<file path="src/rtl/rsa_job_sequencer.sv">
// rsa_job_sequencer: accepts RSA jobs, sequences the inverter and
// mod_exp phases of the control core, and returns the result block.
//
// Ports:
//   clk, reset_n              clock, async active-low reset
//   job_valid/job_ready       upstream job handshake
//   job_p, job_q, job_mode    primes and encrypt_decrypt for the job
//   job_msg                   message block (2*WIDTH)
//   ctl_p, ctl_q, ctl_msg_in  registered operands to the core
//   ctl_encrypt_decrypt       registered mode to the core
//   ctl_reset_inverter        one-cycle inverter start pulse
//   ctl_reset_mod_exp         one-cycle mod_exp start pulse
//   ctl_inverter_finish       inverter done from the core
//   ctl_mod_exp_finish        mod_exp done from the core
//   ctl_msg_out               core result
//   res_valid/res_ready       downstream result handshake
//   res_msg, res_err          result block, timeout flag
module rsa_job_sequencer #(
  parameter int WIDTH   = 128,
  parameter int TIMEOUT = 65535
) (
  input  logic               clk,
  input  logic               reset_n,
  input  logic               job_valid,
  output logic               job_ready,
  input  logic [WIDTH-1:0]   job_p,
  input  logic [WIDTH-1:0]   job_q,
  input  logic               job_mode,
  input  logic [2*WIDTH-1:0] job_msg,
  output logic [WIDTH-1:0]   ctl_p,
  output logic [WIDTH-1:0]   ctl_q,
  output logic [2*WIDTH-1:0] ctl_msg_in,
  output logic               ctl_encrypt_decrypt,
  output logic               ctl_reset_inverter,
  output logic               ctl_reset_mod_exp,
  input  logic               ctl_inverter_finish,
  input  logic               ctl_mod_exp_finish,
  input  logic [2*WIDTH-1:0] ctl_msg_out,
  output logic               res_valid,
  input  logic               res_ready,
  output logic [2*WIDTH-1:0] res_msg,
  output logic               res_err
);

  typedef enum logic [2:0] {
    IDLE,
    INV_PULSE,
    INV_WAIT,
    EXP_PULSE,
    EXP_WAIT,
    OUT
  } state_t;

  localparam int CW = $clog2(TIMEOUT + 1);
  localparam logic [CW-1:0] CNT_LAST = CW'(TIMEOUT - 1);

  state_t        state_q;
  state_t        state_d;
  logic [CW-1:0] cnt_q;
  logic          key_ok_q;

  logic accept;
  logic key_hit;
  logic armed;
  logic in_wait;
  logic inv_done;
  logic exp_done;
  logic expired;
  logic tmo;

  assign job_ready          = (state_q == IDLE);
  assign ctl_reset_inverter = (state_q == INV_PULSE);
  assign ctl_reset_mod_exp  = (state_q == EXP_PULSE);
  assign res_valid          = (state_q == OUT);

  assign accept  = job_valid && job_ready;
  assign key_hit = key_ok_q && (job_p == ctl_p)
                && (job_q == ctl_q);

  // First cycle of a wait has cnt_q==0; a finish seen then
  // is left over from the previous operation.
  assign armed    = (cnt_q != '0);
  assign in_wait  = (state_q == INV_WAIT)
                 || (state_q == EXP_WAIT);
  assign inv_done = (state_q == INV_WAIT)
                 && armed && ctl_inverter_finish;
  assign exp_done = (state_q == EXP_WAIT)
                 && armed && ctl_mod_exp_finish;
  assign expired  = (cnt_q == CNT_LAST);
  // Finish beats timeout in the same cycle.
  assign tmo      = in_wait && expired
                 && !inv_done && !exp_done;

  always_ff @(posedge clk or negedge reset_n) begin
    if (!reset_n) begin
      state_q <= IDLE;
    end else begin
      state_q <= state_d;
    end
  end

  always_comb begin
    state_d = state_q;
    unique case (state_q)
      IDLE: begin
        if (accept) begin
          state_d = key_hit ? EXP_PULSE : INV_PULSE;
        end
      end
      INV_PULSE: state_d = INV_WAIT;
      INV_WAIT: begin
        if (inv_done) begin
          state_d = EXP_PULSE;
        end else if (tmo) begin
          state_d = OUT;
        end
      end
      EXP_PULSE: state_d = EXP_WAIT;
      EXP_WAIT: begin
        if (exp_done || tmo) begin
          state_d = OUT;
        end
      end
      OUT: begin
        if (res_ready) begin
          state_d = IDLE;
        end
      end
      default: state_d = IDLE;
    endcase
  end

  always_ff @(posedge clk or negedge reset_n) begin
    if (!reset_n) begin
      ctl_p               <= '0;
      ctl_q               <= '0;
      ctl_msg_in          <= '0;
      ctl_encrypt_decrypt <= 1'b0;
      cnt_q               <= '0;
      key_ok_q            <= 1'b0;
      res_msg             <= '0;
      res_err             <= 1'b0;
    end else begin
      if (accept) begin
        ctl_p               <= job_p;
        ctl_q               <= job_q;
        ctl_msg_in          <= job_msg;
        ctl_encrypt_decrypt <= job_mode;
      end
      // Counts only while staying in a wait state, so it
      // reads zero on the first cycle of every wait.
      if (in_wait && (state_d == state_q)) begin
        cnt_q <= cnt_q + CW'(1);
      end else begin
        cnt_q <= '0;
      end
      if (inv_done) begin
        key_ok_q <= 1'b1;
      end else if (tmo) begin
        key_ok_q <= 1'b0;
      end
      if (exp_done) begin
        res_msg <= ctl_msg_out;
        res_err <= 1'b0;
      end else if (tmo) begin
        res_msg <= '0;
        res_err <= 1'b1;
      end
    end
  end

endmodule
</file>
<file path="config.mk">
export PLATFORM = sky130hd
export DESIGN_NAME = rsa_job_sequencer
export DESIGN_NICKNAME = d
export VERILOG_FILES = /design/src/rtl/rsa_job_sequencer.sv
export SDC_FILE = /design/constraint.sdc
export NUM_CORES = 2
export LEC_CHECK = 0
export BUFFER_PORTS_ARGS = -buffer_cell sky130_fd_sc_hd__buf_2
export CAP_MARGIN = 10
export CORE_AREA = 5 5 600 602
export DETAILED_ROUTE_END_ITERATION = 6
export DIE_AREA = 0 0 605 607
export SLEW_MARGIN = 20
export SYNTH_ARGS = -nofsm -noshare
export SYNTH_HDL_FRONTEND = slang
export SYNTH_SLANG_ARGS = --single-unit
</file>
<file path="constraint.sdc">
create_clock -name clk -period 2.2 [get_ports clk]
set_input_delay 0.44 -clock clk [delete_from_list [all_inputs] [get_ports clk]]
set_output_delay 0.44 -clock clk [all_outputs]
set_load 0.005 [all_outputs]
</file>
==> qor.yml <==
gp_congestion: 0.982
postSynth.asyncResetShare_pct: 100
crit_path_start: "ctl_p[16]"
power_density_nw_per_um2: 1320
max_slew_margin_pct: 43.2
ir_drop_uv: 754
drtAntennaViolNets: 0
synth_area_leaders: "dfrtp_1 (61%), nand2_1 (16%), a22o_1 (7.4%)"
finalSetupViolations: 659
layout.filler_cells: 39418
period_minus_slack_ps: 2700
syn_nets: 4013
synth_compound_area_share_pct: 11.1
yosys_most_used_dff: "dfrtp_1"
grt_start_max_net_pins: 87
postLayoutCellArea_um2: 62400
clock-root-buffer: "clkbuf_16"
start_kind: "flip-flop"
tritoncts: "yes"
worst_pin_slew_ps: 852
fp-row-count: 219
highest_layer: "met5"
leakagePower_nw: 31.3
cts_made_buffers: 105
viasPerCell: 3.50
wl_um: 314000
max_cap_viol_count: 0
max_freq_mhz: 371
syn_to_final_growth_pct: 93.9
die_x_um: 605
critPathRequiredTime_ps: 2910
synth-seq-area-share_pct: 61.5
hpwl_um: 259000
r2r-start: "ctl_p[16]"
synth_area_um2: 32200
finalMaxSlewViolations: 0
end_kind: "flip-flop"
path_max_fanout: 3
io_buffers: 1548
wl_met2_um: 150000
hp-start: "job_p[50]"
synth_top_area_share_pct: 61.5
grt_overflow_total: 0
report.power.total_mw: 82.2
dp_slack_ps: -1070
rsz0062_at_grt: "true"
drt-initial-drc-count: 3836
drive_gt1_share_pct: 38.4
first_global_vias: 36477
clk_pin_slew_ps: 60
finClkSkew_ps: 45.0
syn_inst: 3235
synthSimpleGateAreaFrac_pct: 19.4
synth-edff-count: 0
drc: 0
violations: "negative setup slack"
route.met3.wl_um: 31500
period_share_pct: 123
yosysWarnings: 0
holdWs_ps: 101
dieArea_um2: 367000
hold_viol: 0
synth_xor_area_share_pct: 4.30
die_h_um: 607
synth_top_family_by_area: "simple AND/OR/NAND/NOR gates"
core-area_um2: 354000
avgSynthCellArea_um2: 9.94
dpl_cell_area_um2: 47900
wl_per_cell_um: 29.1
utilization_pct: 17.6
clk_latency_ps: 800
grtUsageTotal_pct: 15.9
fin_ws_ps: -496
synth_fa_ha_area_share_pct: 0.117
synthMuxAreaShare_pct: 0
clock-sinks: 790
yosys.area.top_type: "dfrtp_1"
antenna_found_initial: 184
design.portCount: 1549
max-clock-path-buffers: 4
cts_htree_levels: 3
initial_utilization_pct: 9.08
hold_path_class: "in2reg"
met1_length_um: 108000
crit_arrival_ps: 3400
timing_worst_setup_path_type: "reg2reg"
grt_first_pass_wirelength_um: 385000
outcome: "finished with violations"
dr.pass1.iters: 6
ys_seq_elements: 790
nets: 6678
synth_cell_type_count: 45
vias: 37718
[cells in the mapped netlist (all sizes together), types with 4 or more instances]
master / count
a2111oi: 16
a221oi: 9
a22o: 270
and2: 4
and3: 6
and4: 5
buf: 76
clkbuf: 98
dfrtp: 790
inv: 106
nand2: 1354
nand2b: 14
nand3: 12
nand4: 34
nor2: 26
nor2b: 47
nor4: 32
o2111ai: 5
o21ai: 97
o22ai: 38
o2bb2ai: 7
or4: 6
xnor2: 95
xor2: 63
[path summary, 6_finish.rpt]
kind,end,slack (ps),cells after the start
setup / recovery,state_q[1],-500,7
hold / removal,ctl_p[50],100,4
setup reg to reg,state_q[1],-500,7
hold reg to reg,ctl_msg_in[25],470,2
max in group asynchronous,ctl_msg_in[38],1060,4
min in group asynchronous,ctl_q[61],150,2
[where the power goes]
group / total, mW / internal [mW] / switching [mW] / leakage (nW)
Clock: 18.2 / 10.8 / 7.39 / 1.75
Sequential: 26.1 / 21.2 / 4.90 / 10.0
Combinational: 37.9 / 14.6 / 23.3 / 19.5
Total: 82.2 / 46.5 / 35.6 / 31.3
[final cells by class]
class | instances | area, um^2 | share of cell area [%]
timing repair buffer | 2732 | 20600 | 33.0
inverter | 106 | 402 | 0.644
multi-input combinational | 2165 | 12000 | 19.2
clock buffer | 144 | 3040 | 4.87
tap | 4751 | 5940 | 9.53
clock inverter | 39 | 502 | 0.804
antenna | 62 | 155 | 0.249
sequential | 790 | 19800 | 31.7
[flip-flops by register name (all words and copies together), names as in the netlist]
signal               flops
ctl_msg_in             256
ctl_p                  128
ctl_q                  128
res_err                  1
cnt_q                   16
key_ok_q                 1
state_q                  3
res_msg                256
ctl_encrypt_decrypt      1
[logic make-up after synthesis]
kind of cell	Yosys count
buf+inv	280
simple gates	1547
xor+xnor	158
compound gates	457
fa+ha+maj	3
flops	790
[per-stage QoR]
stage                     setup TNS (ps)  instances
after floorplan                        0       3235
after global placement            -92010       9662
after detailed placement          -98790       9662
after CTS                         -90610      10691
after global routing             -125170      10760
final                             -74910      10789
[placed cells by master, fill, tap and decap left out, types with 14 or more instances in the layout]
master,Yosys,layout
a2111oi_0,15,15
a22o_1,270,270
buf_12,0,60
buf_16,0,31
buf_2,71,1545
buf_4,1,266
buf_6,3,20
buf_8,0,19
clkbuf_1,98,14
clkbuf_16,0,131
clkbuf_8,0,24
clkinv_2,0,18
dfrtp_1,790,788
diode_2,0,62
dlygate4sd3_1,0,765
inv_1,106,103
nand2_1,1354,1223
nand2_2,0,79
nand2_4,0,52
nand4_1,34,34
nor2_1,25,24
nor2b_1,47,47
nor4_1,32,28
o21ai_0,96,95
o22ai_1,38,38
xnor2_1,95,92
xor2_1,63,63
[critical path: stages, from the launching register on]
cell and delay [ps]:
dfrtp_1 400, xor2_1 210, nor4_1 480, buf_4 220, nand4_1 350, nor4_1 500, nand4_1 170, o31ai_2 250
[routing by layer]
metal,global-route usage (%),vias to the layer above
met5,1.02,-
li1,-,16069
met1,17.2,18496
met3,5.66,667
met2,26.6,2410
met4,9.31,76
[timing repair]
| action | 4_1_cts | 5_1_grt |
|---|---|---|
| endpoints found under the hold margin | 1115 | 0 |
| pin swaps | 19 | 161 |
| hold buffers | 765 | 0 |
| gates resized for setup | 115 | 264 |
| setup endpoints to repair | 330 | 659 |
| buffers inserted | 46 | 37 |
| cloned | 38 | 28 |
Power figures use the tool's default switching activity.
